--- src/rtl/acc_ctrl_unit_if.sv ---
// Config, stream and status bundle of the accumulation controller.
// Carries res_valid_o only when MAGE_ACC_CTRL_RES_VALID_EN is defined.
interface acc_ctrl_unit_if #(
  parameter int N_ACC = 4,
  parameter int CNT_W = 16
);
  logic             cfg_we_i;
  logic [CNT_W-1:0] cfg_len_i;
  logic [CNT_W-1:0] cfg_nwin_i;
  logic [N_ACC-1:0] cfg_mask_i;
  logic [1:0]       vec_mode_i;
  logic             start_i;
  logic             stop_i;
  logic             stream_valid_i;
  logic [N_ACC-1:0] acc_match_o;
  logic             busy_o;
  logic             done_o;
  logic [CNT_W-1:0] win_cnt_o;
`ifdef MAGE_ACC_CTRL_RES_VALID_EN
  logic [N_ACC-1:0] res_valid_o;

  modport master (
    output cfg_we_i, cfg_len_i, cfg_nwin_i, cfg_mask_i,
    output vec_mode_i, start_i, stop_i, stream_valid_i,
    input  acc_match_o, busy_o, done_o, win_cnt_o, res_valid_o
  );
  modport slave (
    input  cfg_we_i, cfg_len_i, cfg_nwin_i, cfg_mask_i,
    input  vec_mode_i, start_i, stop_i, stream_valid_i,
    output acc_match_o, busy_o, done_o, win_cnt_o, res_valid_o
  );
`else
  modport master (
    output cfg_we_i, cfg_len_i, cfg_nwin_i, cfg_mask_i,
    output vec_mode_i, start_i, stop_i, stream_valid_i,
    input  acc_match_o, busy_o, done_o, win_cnt_o
  );
  modport slave (
    input  cfg_we_i, cfg_len_i, cfg_nwin_i, cfg_mask_i,
    input  vec_mode_i, start_i, stop_i, stream_valid_i,
    output acc_match_o, busy_o, done_o, win_cnt_o
  );
`endif
endinterface

--- src/rtl/acc_ctrl_unit.sv ---
// Accumulation window sequencer driving per-PE acc_match strobes.
// MAGE_ACC_CTRL_RES_VALID_EN adds the delayed res_valid_o outputs.
module acc_ctrl_unit #(
  parameter int N_ACC = 4,
  parameter int CNT_W = 16
) (
  input logic           clk_i,
  input logic           rst_i,
  acc_ctrl_unit_if.slave bus
);
  typedef enum logic [2:0] {
    S_IDLE, S_ARMED, S_RUN, S_FLUSH, S_DONE
  } state_t;

  state_t           state_q;
  logic [CNT_W-1:0] len_q;
  logic [CNT_W-1:0] nwin_q;
  logic [N_ACC-1:0] mask_q;
  logic [CNT_W-1:0] beat_q;
  logic [CNT_W-1:0] win_q;
  logic             stop_pend_q;

  logic [CNT_W-1:0] len_m1;
  logic [CNT_W-1:0] win_nx;
  logic             last;
  logic             open;
  logic             match;
  logic             win_end;

  // A length of 0 behaves as a length of 1
  assign len_m1 = (len_q == '0) ? '0 : len_q - 1'b1;
  assign last   = beat_q == len_m1;
  assign win_nx = (&win_q) ? win_q : win_q + 1'b1;

  assign win_end = ((nwin_q != '0) && (win_nx == nwin_q))
                 || stop_pend_q || bus.stop_i;

  assign open = (state_q == S_ARMED) && bus.stream_valid_i
              && !bus.stop_i;

  assign match = open
    || ((state_q == S_RUN) && bus.stream_valid_i && (beat_q == '0))
    || (state_q == S_FLUSH);

  assign bus.acc_match_o = {N_ACC{match}} & mask_q;
  assign bus.busy_o      = state_q != S_IDLE;
  assign bus.done_o      = state_q == S_DONE;
  assign bus.win_cnt_o   = win_q;

  always_ff @(posedge clk_i) begin
    if (rst_i) begin
      state_q     <= S_IDLE;
      len_q       <= CNT_W'(1);
      nwin_q      <= '0;
      mask_q      <= '0;
      beat_q      <= '0;
      win_q       <= '0;
      stop_pend_q <= 1'b0;
    end else begin
      unique case (state_q)
        S_IDLE: begin
          stop_pend_q <= 1'b0;
          if (bus.cfg_we_i) begin
            len_q  <= bus.cfg_len_i;
            nwin_q <= bus.cfg_nwin_i;
            mask_q <= bus.cfg_mask_i;
          end
          if (bus.start_i) begin
            state_q <= S_ARMED;
            beat_q  <= '0;
            win_q   <= '0;
          end
        end
        S_ARMED, S_RUN: begin
          if (bus.stop_i)
            stop_pend_q <= 1'b1;
          // Stop before the first beat abandons the run silently
          if ((state_q == S_ARMED) && bus.stop_i) begin
            state_q <= S_IDLE;
          end else if (bus.stream_valid_i) begin
            if (last) begin
              beat_q  <= '0;
              win_q   <= win_nx;
              state_q <= win_end ? S_FLUSH : S_RUN;
            end else begin
              beat_q  <= beat_q + 1'b1;
              state_q <= S_RUN;
            end
          end
        end
        S_FLUSH: state_q <= S_DONE;
        S_DONE:  state_q <= S_IDLE;
        default: state_q <= S_IDLE;
      endcase
    end
  end

`ifdef MAGE_ACC_CTRL_RES_VALID_EN
  logic [3:0] dly_q;
  logic       dly_sel;
  logic       close;

  assign close = match && !open;

  always_ff @(posedge clk_i) begin
    if (rst_i)
      dly_q <= '0;
    else
      dly_q <= {dly_q[2:0], close};
  end

  // Result latency follows the PE pipeline depth per vector mode
  always_comb begin
    dly_sel = dly_q[0];
    unique case (bus.vec_mode_i)
      2'b01:   dly_sel = dly_q[3];
      2'b10:   dly_sel = dly_q[2];
      default: dly_sel = dly_q[0];
    endcase
  end

  assign bus.res_valid_o = {N_ACC{dly_sel}} & mask_q;
`else
  logic unused_vec;
  assign unused_vec = ^bus.vec_mode_i;
`endif
endmodule

--- src/flat_wrapper.sv ---
// flat-port wrapper written by rule: the top's interface ports become plain ports
module acc_ctrl_unit_flat 
#(
  parameter int N_ACC = 4,
  parameter int CNT_W = 16
)
  (clk_i, rst_i, bus_cfg_we_i, bus_cfg_len_i, bus_cfg_nwin_i, bus_cfg_mask_i, bus_vec_mode_i, bus_start_i, bus_stop_i, bus_stream_valid_i, bus_acc_match_o, bus_busy_o, bus_done_o, bus_win_cnt_o);
  acc_ctrl_unit_if #(.N_ACC(N_ACC), .CNT_W(CNT_W)) bus_i ();
  input logic clk_i;
  input logic rst_i;
  input wire logic [$bits(bus_i.cfg_we_i)-1:0] bus_cfg_we_i;
  input wire logic [$bits(bus_i.cfg_len_i)-1:0] bus_cfg_len_i;
  input wire logic [$bits(bus_i.cfg_nwin_i)-1:0] bus_cfg_nwin_i;
  input wire logic [$bits(bus_i.cfg_mask_i)-1:0] bus_cfg_mask_i;
  input wire logic [$bits(bus_i.vec_mode_i)-1:0] bus_vec_mode_i;
  input wire logic [$bits(bus_i.start_i)-1:0] bus_start_i;
  input wire logic [$bits(bus_i.stop_i)-1:0] bus_stop_i;
  input wire logic [$bits(bus_i.stream_valid_i)-1:0] bus_stream_valid_i;
  output wire logic [$bits(bus_i.acc_match_o)-1:0] bus_acc_match_o;
  output wire logic [$bits(bus_i.busy_o)-1:0] bus_busy_o;
  output wire logic [$bits(bus_i.done_o)-1:0] bus_done_o;
  output wire logic [$bits(bus_i.win_cnt_o)-1:0] bus_win_cnt_o;
  assign bus_i.cfg_we_i = bus_cfg_we_i;
  assign bus_i.cfg_len_i = bus_cfg_len_i;
  assign bus_i.cfg_nwin_i = bus_cfg_nwin_i;
  assign bus_i.cfg_mask_i = bus_cfg_mask_i;
  assign bus_i.vec_mode_i = bus_vec_mode_i;
  assign bus_i.start_i = bus_start_i;
  assign bus_i.stop_i = bus_stop_i;
  assign bus_i.stream_valid_i = bus_stream_valid_i;
  assign bus_acc_match_o = bus_i.acc_match_o;
  assign bus_busy_o = bus_i.busy_o;
  assign bus_done_o = bus_i.done_o;
  assign bus_win_cnt_o = bus_i.win_cnt_o;
  acc_ctrl_unit #(.N_ACC(N_ACC), .CNT_W(CNT_W)) u_core (.clk_i(clk_i), .rst_i(rst_i), .bus(bus_i));
endmodule
--- config.mk ---
export PLATFORM = sky130hd
export DESIGN_NAME = acc_ctrl_unit_flat
export DESIGN_NICKNAME = d
export VERILOG_FILES = /design/src/rtl/acc_ctrl_unit_if.sv /design/src/rtl/acc_ctrl_unit.sv /design/src/flat_wrapper.sv
export SDC_FILE = /design/constraint.sdc
export NUM_CORES = 1
export LEC_CHECK = 0
export ABC_AREA = 1
export BUFFER_PORTS_ARGS = -buffer_cell sky130_fd_sc_hd__buf_4
export CORE_ASPECT_RATIO = 0.5
export CORE_UTILIZATION = 43
export CTS_CLUSTER_SIZE = 14
export DETAILED_ROUTE_END_ITERATION = 8
export GPL_TIMING_DRIVEN = 1
export REMOVE_ABC_BUFFERS = 1
export SLEW_MARGIN = 0
export SYNTH_ARGS = -nofsm -noshare
export SYNTH_HDL_FRONTEND = slang
export SYNTH_SLANG_ARGS = --single-unit
--- constraint.sdc ---
create_clock -name clk_i -period 2.95 [get_ports clk_i]
set_input_delay 0.59 -clock clk_i [delete_from_list [all_inputs] [get_ports clk_i]]
set_output_delay 0.59 -clock clk_i [all_outputs]
set_load 0.02 [all_outputs]
==> results.md, run 1 <==
* Relative slew slack at 0.603
* Number of instances in the synthesized netlist at ~740
* Antenna-violating nets left at 0
* Startpoint of the worst hold path: u_core.mask_q[1]
* Min-Delay Path Depth at 2
* Syn Area/Cell at 6.15 sq um
* Finish-stage setup viols at 0
* Initial antenna violation count at 0
* Number of buffers between clock root and the deepest sink at 2
* Post-synth top flop: dfxtp_1
* Warning count from the yosys run at 0
* Number of core rows at 26
* CTS tree: yes
* Post-placement cell count at between 900 and 1k
* Number of nets in the final layout at between 800 and 900
* Worst-skew pair later-pin latency at approximately 0.34 ns
* Clock Root Buffer: clkbuf_16
* Failing checks: design-rule violations
* Sequential share of the synthesized area at 0.316
* Internal Pwr Total at between 2 and 3 mW
* Worst Hold Endpoint: u_core.mask_q[1]
* Level count of the clock H-tree at 3
* Clock network fraction of total power at 0.250
* Number of buffers inserted during clock tree synthesis at 9
* Fraction of final layout cells with drive strength greater than 1 at 0.132
* Worst reg-to-reg path cell count at 15
* Maximum fanout along the worst path at 6
* Endpoint required time on the critical path at roughly 2.4 ns
* Placer's final routability congestion estimate at 0.844
* IO Count at 66
* Overflow left after global routing at 0
* Total standard cell area after synthesis at around 4600 sq um
* Y dimension of the die at about 75 microns
* Number of gates given a new drive strength after cts at 0
* Total track usage at 0.230
* Actual slew at the worst max-slew pin at roughly 0.59 ns
* Average detailed-routed wire length per instance at 12.7 microns
* Placement Setup Slack at around 0.38 ns
* Clock transition at the register clock pins on the worst setup and hold paths after CTS at approximately 0.06 ns
* Via Count at 4758
* Vias/cell at 5.01
* Number of global-route vias before repair at approximately 4.3k
* Start of the worst register-to-register path: u_core.len_q[1]
* CORE AREA at approximately 10000 sq um
* Final critical delay including setup and external delays at 2.74 ns
* Leading cell types by total area after synthesis: dfxtp_1, nand2_1, nand3_1
* Library cell with the largest summed area after synthesis: dfxtp_1
* Total count of max-transition violations in the final report at 0
* Cell Count, Final, Fillers Out at 950
* Pin count of the biggest net entering global routing at 35
* Kind of start point of the critical path: flop
* Die Width at ~150 microns
* Growth of design area from synthesis to finish at 21.2%
* Final wirelength at 12100 microns
* EDFF count, synth at 0
* Final routed DRC violation total at 1
* Area enclosed by the die boundary at about 11000 sq um
* Ys async rst share at 0
* Hold-fix buffers, CTS at 0
* Max-Cap Viols at 0
* Switching share of power at 0.433
* Setup repair after global routing missed its margin: false
* FF-to-FF setup slack at around 0.40 ns
* Type of the worst setup path: flop to output port
* Switching pwr at approximately 2.2 mW
* Antenna diode count at 0
* Initial core utilization at 0.444
* Clock sink total at 72
* Post-DP HPWL at roughly 9100 microns
* Sum Neg Setup Slack at 0 ns
* Critical path capture point type: output port
* Lkg Pwr at 2.55 nW
* Total of fill cells in the finished design at ~1.1k
* Run status: finished with violations
* First-pass GRT wire length at about 20000 microns
* Power density normalized to cell area at 905 nW/um^2
* Top achievable clock speed at between 300 and 400 MHz
* Final Hold Fails at 0
* Starting DRT DRC Count at roughly 240
* Final setup skew at between 0.009 and 0.01 ns
* Router iterations before antenna repair at 6
* Peak ir drop on the vdd network at between 300 and 400 uV
* Arrival time reported for the critical path endpoint at approximately 2.2 ns
* Total of buffers placed on input and output ports at 63
* Yosys cell types at 33
* Final setup slack of the worst path at around 0.21 ns
* Endpoint of the worst-slack reg-to-reg timing path: u_core.bus.win_cnt_o[14]
* Type of the tightest min-delay check: flop to flop
* Period utilization at 0.929
* Portion of total power attributed to sequential cells at 0.279
* Register bit total from synthesis at 72
* Comb pwr share at 0.472
* # Post-CTS Setup Buffers at 0
* Area share of the largest cell type after synthesis at 0.316
-- final cells by class --
type	instances	area, sq um	share of cell area
clock inverter	6	108	0.0194
inverter	94	353	0.0637
timing repair buffer	73	561	0.101
multi-input combinational	555	2670	0.482
tap	140	175	0.0316
sequential	72	1440	0.260
clock buffer	10	229	0.0414
-- cell usage after synthesis (5+ instances only) --
cell,count
nor2_1,96
inv_1,92
xor2_1,25
clkbuf_1,14
nand2_1,194
nor3_1,11
nand3_1,81
nand4_1,27
a21oi_1,42
dfxtp_1,72
nor2_2,5
o21ai_0,49
-- kinds of logic after synthesis --
| kind of cell | Yosys count | share of synthesized area |
|---|---|---|
| xor+xnor | 26 | 0.0498 |
| simple gates | 429 | 0.416 |
| fa+ha+maj | 4 | 0.0110 |
| buf+inv | 116 | 0.101 |
| compound gates | 96 | 0.108 |
| flops | 72 | 0.316 |
-- through the flow --
step / util / instance area (sq um) / hold slack [ns] / power, mW
after CTS: 0.539 / 5540 / 0.464 / 5.04
after global placement: 0.506 / 5200 / 0.454 / 3.74
final: 0.539 / 5540 / 0.464 / 5.01
after floorplan: - / 4460 / 0.439 / 3.01
after global routing: 0.539 / 5540 / 0.493 / 5.44
after detailed placement: 0.506 / 5200 / 0.455 / 3.77
-- critical path, stage by stage (launching register included) --
cell,delay (ns)
dfxtp_1,0.36
inv_1,0.11
ha_1,0.19
nand4_1,0.11
nor4_1,0.34
a21oi_1,0.11
o21ai_0,0.21
buf_4,0.17
nand2_1,0.05
inv_1,0.05
buf_4,0.13
-- power groups by stage --
stage / combinational, mW / clock, mW / sequential, mW
after global placement: 2.33 / 0 / 1.41
after floorplan: 1.58 / 0 / 1.43
after CTS: 2.37 / 1.27 / 1.40
after detailed placement: 2.35 / 0 / 1.41
after global routing: 2.69 / 1.32 / 1.43
final: 2.36 / 1.25 / 1.40
-- worst max-delay path by stage --
stage	slack, ns	end	depth (start not counted)	start
2_1_floorplan	0.46	u_core.beat_q[10]	12	u_core.state_q[1]
3_3_place_gp	0.41	u_core.bus.win_cnt_o[14]	15	u_core.len_q[1]
3_5_place_dp	0.38	u_core.bus.win_cnt_o[14]	15	u_core.len_q[1]
4_1_cts	0.15	bus_acc_match_o[2]	10	u_core.beat_q[0]
5_1_grt	0.02	bus_acc_match_o[0]	10	u_core.beat_q[0]
6_report	0.21	bus_acc_match_o[2]	10	u_core.beat_q[0]
-- cells in the final DEF, fill, tap and decap left out, drive strengths merged --
cell type,instances
a31oi,1
dfxtp,72
inv,93
clkinv,3
bufinv,3
o21ai,49
o21bai,1
clkbuf,10
xnor2,1
nor3,12
o21a,1
xor2,25
o31ai,1
or2,2
nand3,83
o211ai,1
nand4,27
ha,4
clkinvlp,1
nor2,103
a21oi,42
buf,73
nand2,199
nor4,3
-- sequential cells by signal, summed over array words and instances, names as in the netlist --
| signal | count |
|---|---|
| u_core.len_q | 16 |
| u_core.beat_q | 16 |
| u_core.stop_pend_q | 1 |
| u_core.nwin_q | 16 |
| u_core.mask_q | 4 |
| u_core.state_q | 3 |
| u_core.bus.win_cnt_o | 16 |
-- routing by layer --
metal	up-vias	global-route usage	wire [microns]
li1	2528	-	-
met2	69	0.416	5700
met1	2151	0.279	5780
met4	0	0.0641	134
met3	10	0.0558	447
met5	-	0	0
No activity file was read; power rests on OpenSTA's default activity.
==> run 2: changes to the inputs <==
==> constraint.sdc (replaced) <==
create_clock -name clk_i -period 2.7 [get_ports clk_i]
set_input_delay 0.54 -clock clk_i [delete_from_list [all_inputs] [get_ports clk_i]]
set_output_delay 0.54 -clock clk_i [all_outputs]
set_load 0.02 [all_outputs]
==> run 2 against run 1 <==
The flow now finishes without violations. Global-route usage shrank 0.052 points. Clock skew fell by 0.0011 ns. Final area up 1.2%. Utilization grew 0.65 points. Largest cell class unchanged. Critical path type unchanged. Clock-buffer cell count increased by 1. Critical path depth unchanged. Sequential cell count is the same. Critical endpoint is now bus_acc_match_o[1]. Routed wire length decreased by 0.34%.
==> results.md, run 2 (same netlist as run 1, synthesis figures left out) <==
* Final setup slack of the worst path at 0.168 ns (-0.0418 ns)
* Initial antenna violation count at 0 (unchanged)
* Via Count at 4771 (+0.27%)
* Final setup skew at 0.00861 ns (-0.00108 ns)
* Overall power at 5.41 mW (+8.0%)
* Post-DP HPWL at 9110 microns (-0.20%)
* Vias/cell at 4.99 (-0.46%)
* Endpoint required time on the critical path at 2.16 ns (-0.20 ns)
* Most frequent standard cell in the layout excluding fill and tap cells: nand2_1
* Hold-fix buffers, CTS at 0 (unchanged)
* Number of global-route vias before repair at 4211 (-2.2%)
* Clock sink total at 72 (unchanged)
* Relative slew slack at 0.601 (-0.00222)
* Setup repair after global routing missed its margin: false
* Overflow left after global routing at 0 (unchanged)
* Fraction of final layout cells with drive strength greater than 1 at 0.147 (+0.0148)
* Max-Cap Viols at 0 (unchanged)
* Commonest cells after routing, fill and taps aside: nand2_1, nor2_1, inv_1, nand3_1, buf_4
* Comb pwr share at 0.507 (+0.035)
* Die Width at 148 microns (unchanged)
* Number of nets in the final layout at 861 (+0.94%)
* Clock transition at the register clock pins on the worst setup and hold paths after CTS at 0.06 ns (about the same)
* Delay of the slowest critical-path stage at 0.35 ns (about the same)
* Pin count of the biggest net entering global routing at 36 (+2.9%)
* Router iterations before antenna repair at 5 (-1)
* Actual slew at the worst max-slew pin at 0.596 ns (+0.00331 ns)
* Arrival time reported for the critical path endpoint at 1.99 ns (-0.16 ns)
* Final critical delay including setup and external delays at 2.53 ns
* Clock network fraction of total power at 0.217 (-0.033)
* Y dimension of the die at 74.9 microns (unchanged)
* Number of buffers between clock root and the deepest sink at 2 (unchanged)
* Finish-stage setup viols at 0 (unchanged)
* Total of fill cells in the finished design at 1099 (-2.0%)
* Antenna-violating nets left at 0 (unchanged)
* Initial core utilization at 0.444 (unchanged)
* Antenna diode count at 0 (unchanged)
* Growth of design area from synthesis to finish at 22.7%
* Level count of the clock H-tree at 3 (unchanged)
* Final Hold Fails at 0 (unchanged)
* Cell repeated most along the worst path: buf_4
* Switching pwr at 2.39 mW (+10%)
* Clock Root Buffer: clkbuf_16
* Peak ir drop on the vdd network at 368 uV (-1.2%)
* Period utilization at 0.938
* Ordered list of cells on the worst path: inv_2, ha_2, nand4_1, nor4_4, a21oi_1, o21ai_1, buf_4, nand2_1, inv_1, buf_4
* Sum Neg Setup Slack at 0 ns (unchanged)
* Number of buffers inserted during clock tree synthesis at 9 (unchanged)
* Critical path capture point type: output port
* Slowest cell on the critical path: dfxtp_2
* Average detailed-routed wire length per instance at 12.6 microns (-1.1%)
* Placer's final routability congestion estimate at 0.891 (+5.6%)
* Kind of start point of the critical path: flop
* Internal Pwr Total at 3.02 mW (+6.3%)
* Type of the tightest min-delay check: primary input to flop
* # Post-CTS Setup Buffers at 0 (unchanged)
* Total of buffers placed on input and output ports at 63 (unchanged)
* Number of core rows at 26 (unchanged)
* Lkg Pwr at 2.60 nW (+1.9%)
* IO Count at 66 (unchanged)
* CTS tree: yes
* Portion of total power attributed to sequential cells at 0.276 (-0.003)
* Final wirelength at 12000 microns (-0.34%)
* First-pass GRT wire length at 19800 microns (-0.52%)
* Top achievable clock speed at around 400 MHz
* Run status: finished, final reports clean
* Maximum fanout along the worst path at 6 (unchanged)
* Area enclosed by the die boundary at 11100 sq um (unchanged)
* CORE AREA at 10300 sq um (unchanged)
* Total count of max-transition violations in the final report at 0 (unchanged)
* Worst-skew pair later-pin latency at 0.34 ns (about the same)
* Placement Setup Slack at 0.134 ns (-0.246 ns)
* Final routed DRC violation total at 0 (-1)
* Starting DRT DRC Count at 356 (+47%)
* Type of the worst setup path: flop to output port
* Power density normalized to cell area at 966 nW/um^2 (+6.7%)
* Total track usage at 0.230 (-0.000522)
* Switching share of power at 0.442 (+0.00921)
## run 2: cell types whose count changed in the layout (fill, tap and decap cells not counted), sizes merged
cell | previous run | this run
clkinv | 3 | 4
clkinvlp | 1 | 0
clkbuf | 10 | 11
bufinv | 3 | 1
buf | 73 | 81
## run 2: what timing repair did
item                                   in CTS  in global routing
gates resized for setup                     1                 12
gates cloned                                0                  0
pin swaps                                   0                  2
endpoints found under the hold margin       0                  0
setup endpoints to repair                   4                 27
## run 2: stage by stage
stage                     area, sq um   util  instances  hold WS, ns
after floorplan                  4460      -        721        0.439
after global placement           5270  0.513        942        0.455
after detailed placement         5270  0.513        942        0.457
after CTS                        5570  0.542        957        0.422
after global routing             5600  0.545        957        0.442
final                            5600  0.545        957        0.431
## run 2: final cells by class
cell class                 count  area [sq um]  share of cell area
sequential                    72          1440               0.257
multi-input combinational    555          2710               0.484
inverter                      94           353              0.0630
clock buffer                  11           243              0.0433
timing repair buffer          81           633               0.113
clock inverter                 4          45.0             0.00804
tap                          140           175              0.0313
## run 2: worst max-delay path: cells and delay by family, from the launching register on
| kind | cells | cell delay (ns) |
|---|---|---|
| flops | 1 | 0.35 |
| compound gates | 2 | 0.26 |
| fa+ha+maj | 1 | 0.19 |
| simple gates | 3 | 0.46 |
| buf+inv | 4 | 0.40 |
## run 2: path summary, 6_finish.rpt
check / slack, ns / startpoint / endpoint / cells past startpoint
setup / recovery: 0.17 / u_core.beat_q[0] / bus_acc_match_o[1] / 10
hold / removal: 0.43 / bus_cfg_len_i[0] / u_core.len_q[0] / 3
hold reg to reg: 0.46 / u_core.mask_q[2] / u_core.mask_q[2] / 2
setup reg to reg: 0.23 / u_core.len_q[1] / u_core.bus.win_cnt_o[2] / 14
## run 2: power groups by stage
stage | logic [mW] | clock network, mW | registers (mW)
finish | 2.75 | 1.18 | 1.49
global route | 3.08 | 1.25 | 1.52
global placement | 2.67 | 0 | 1.50
floorplan | 1.72 | 0 | 1.56
CTS | 2.70 | 1.20 | 1.49
detailed placement | 2.70 | 0 | 1.51
## run 2: layer usage
layer / GRT usage / vias to the layer above / share of wire
met1: 0.291 / 2127 / 0.49
met5: 0 / - / 0
li1: - / 2540 / -
met3: 0.0503 / 6 / 0.039
met2: 0.403 / 98 / 0.47
met4: 0.0641 / 0 / 0.0054
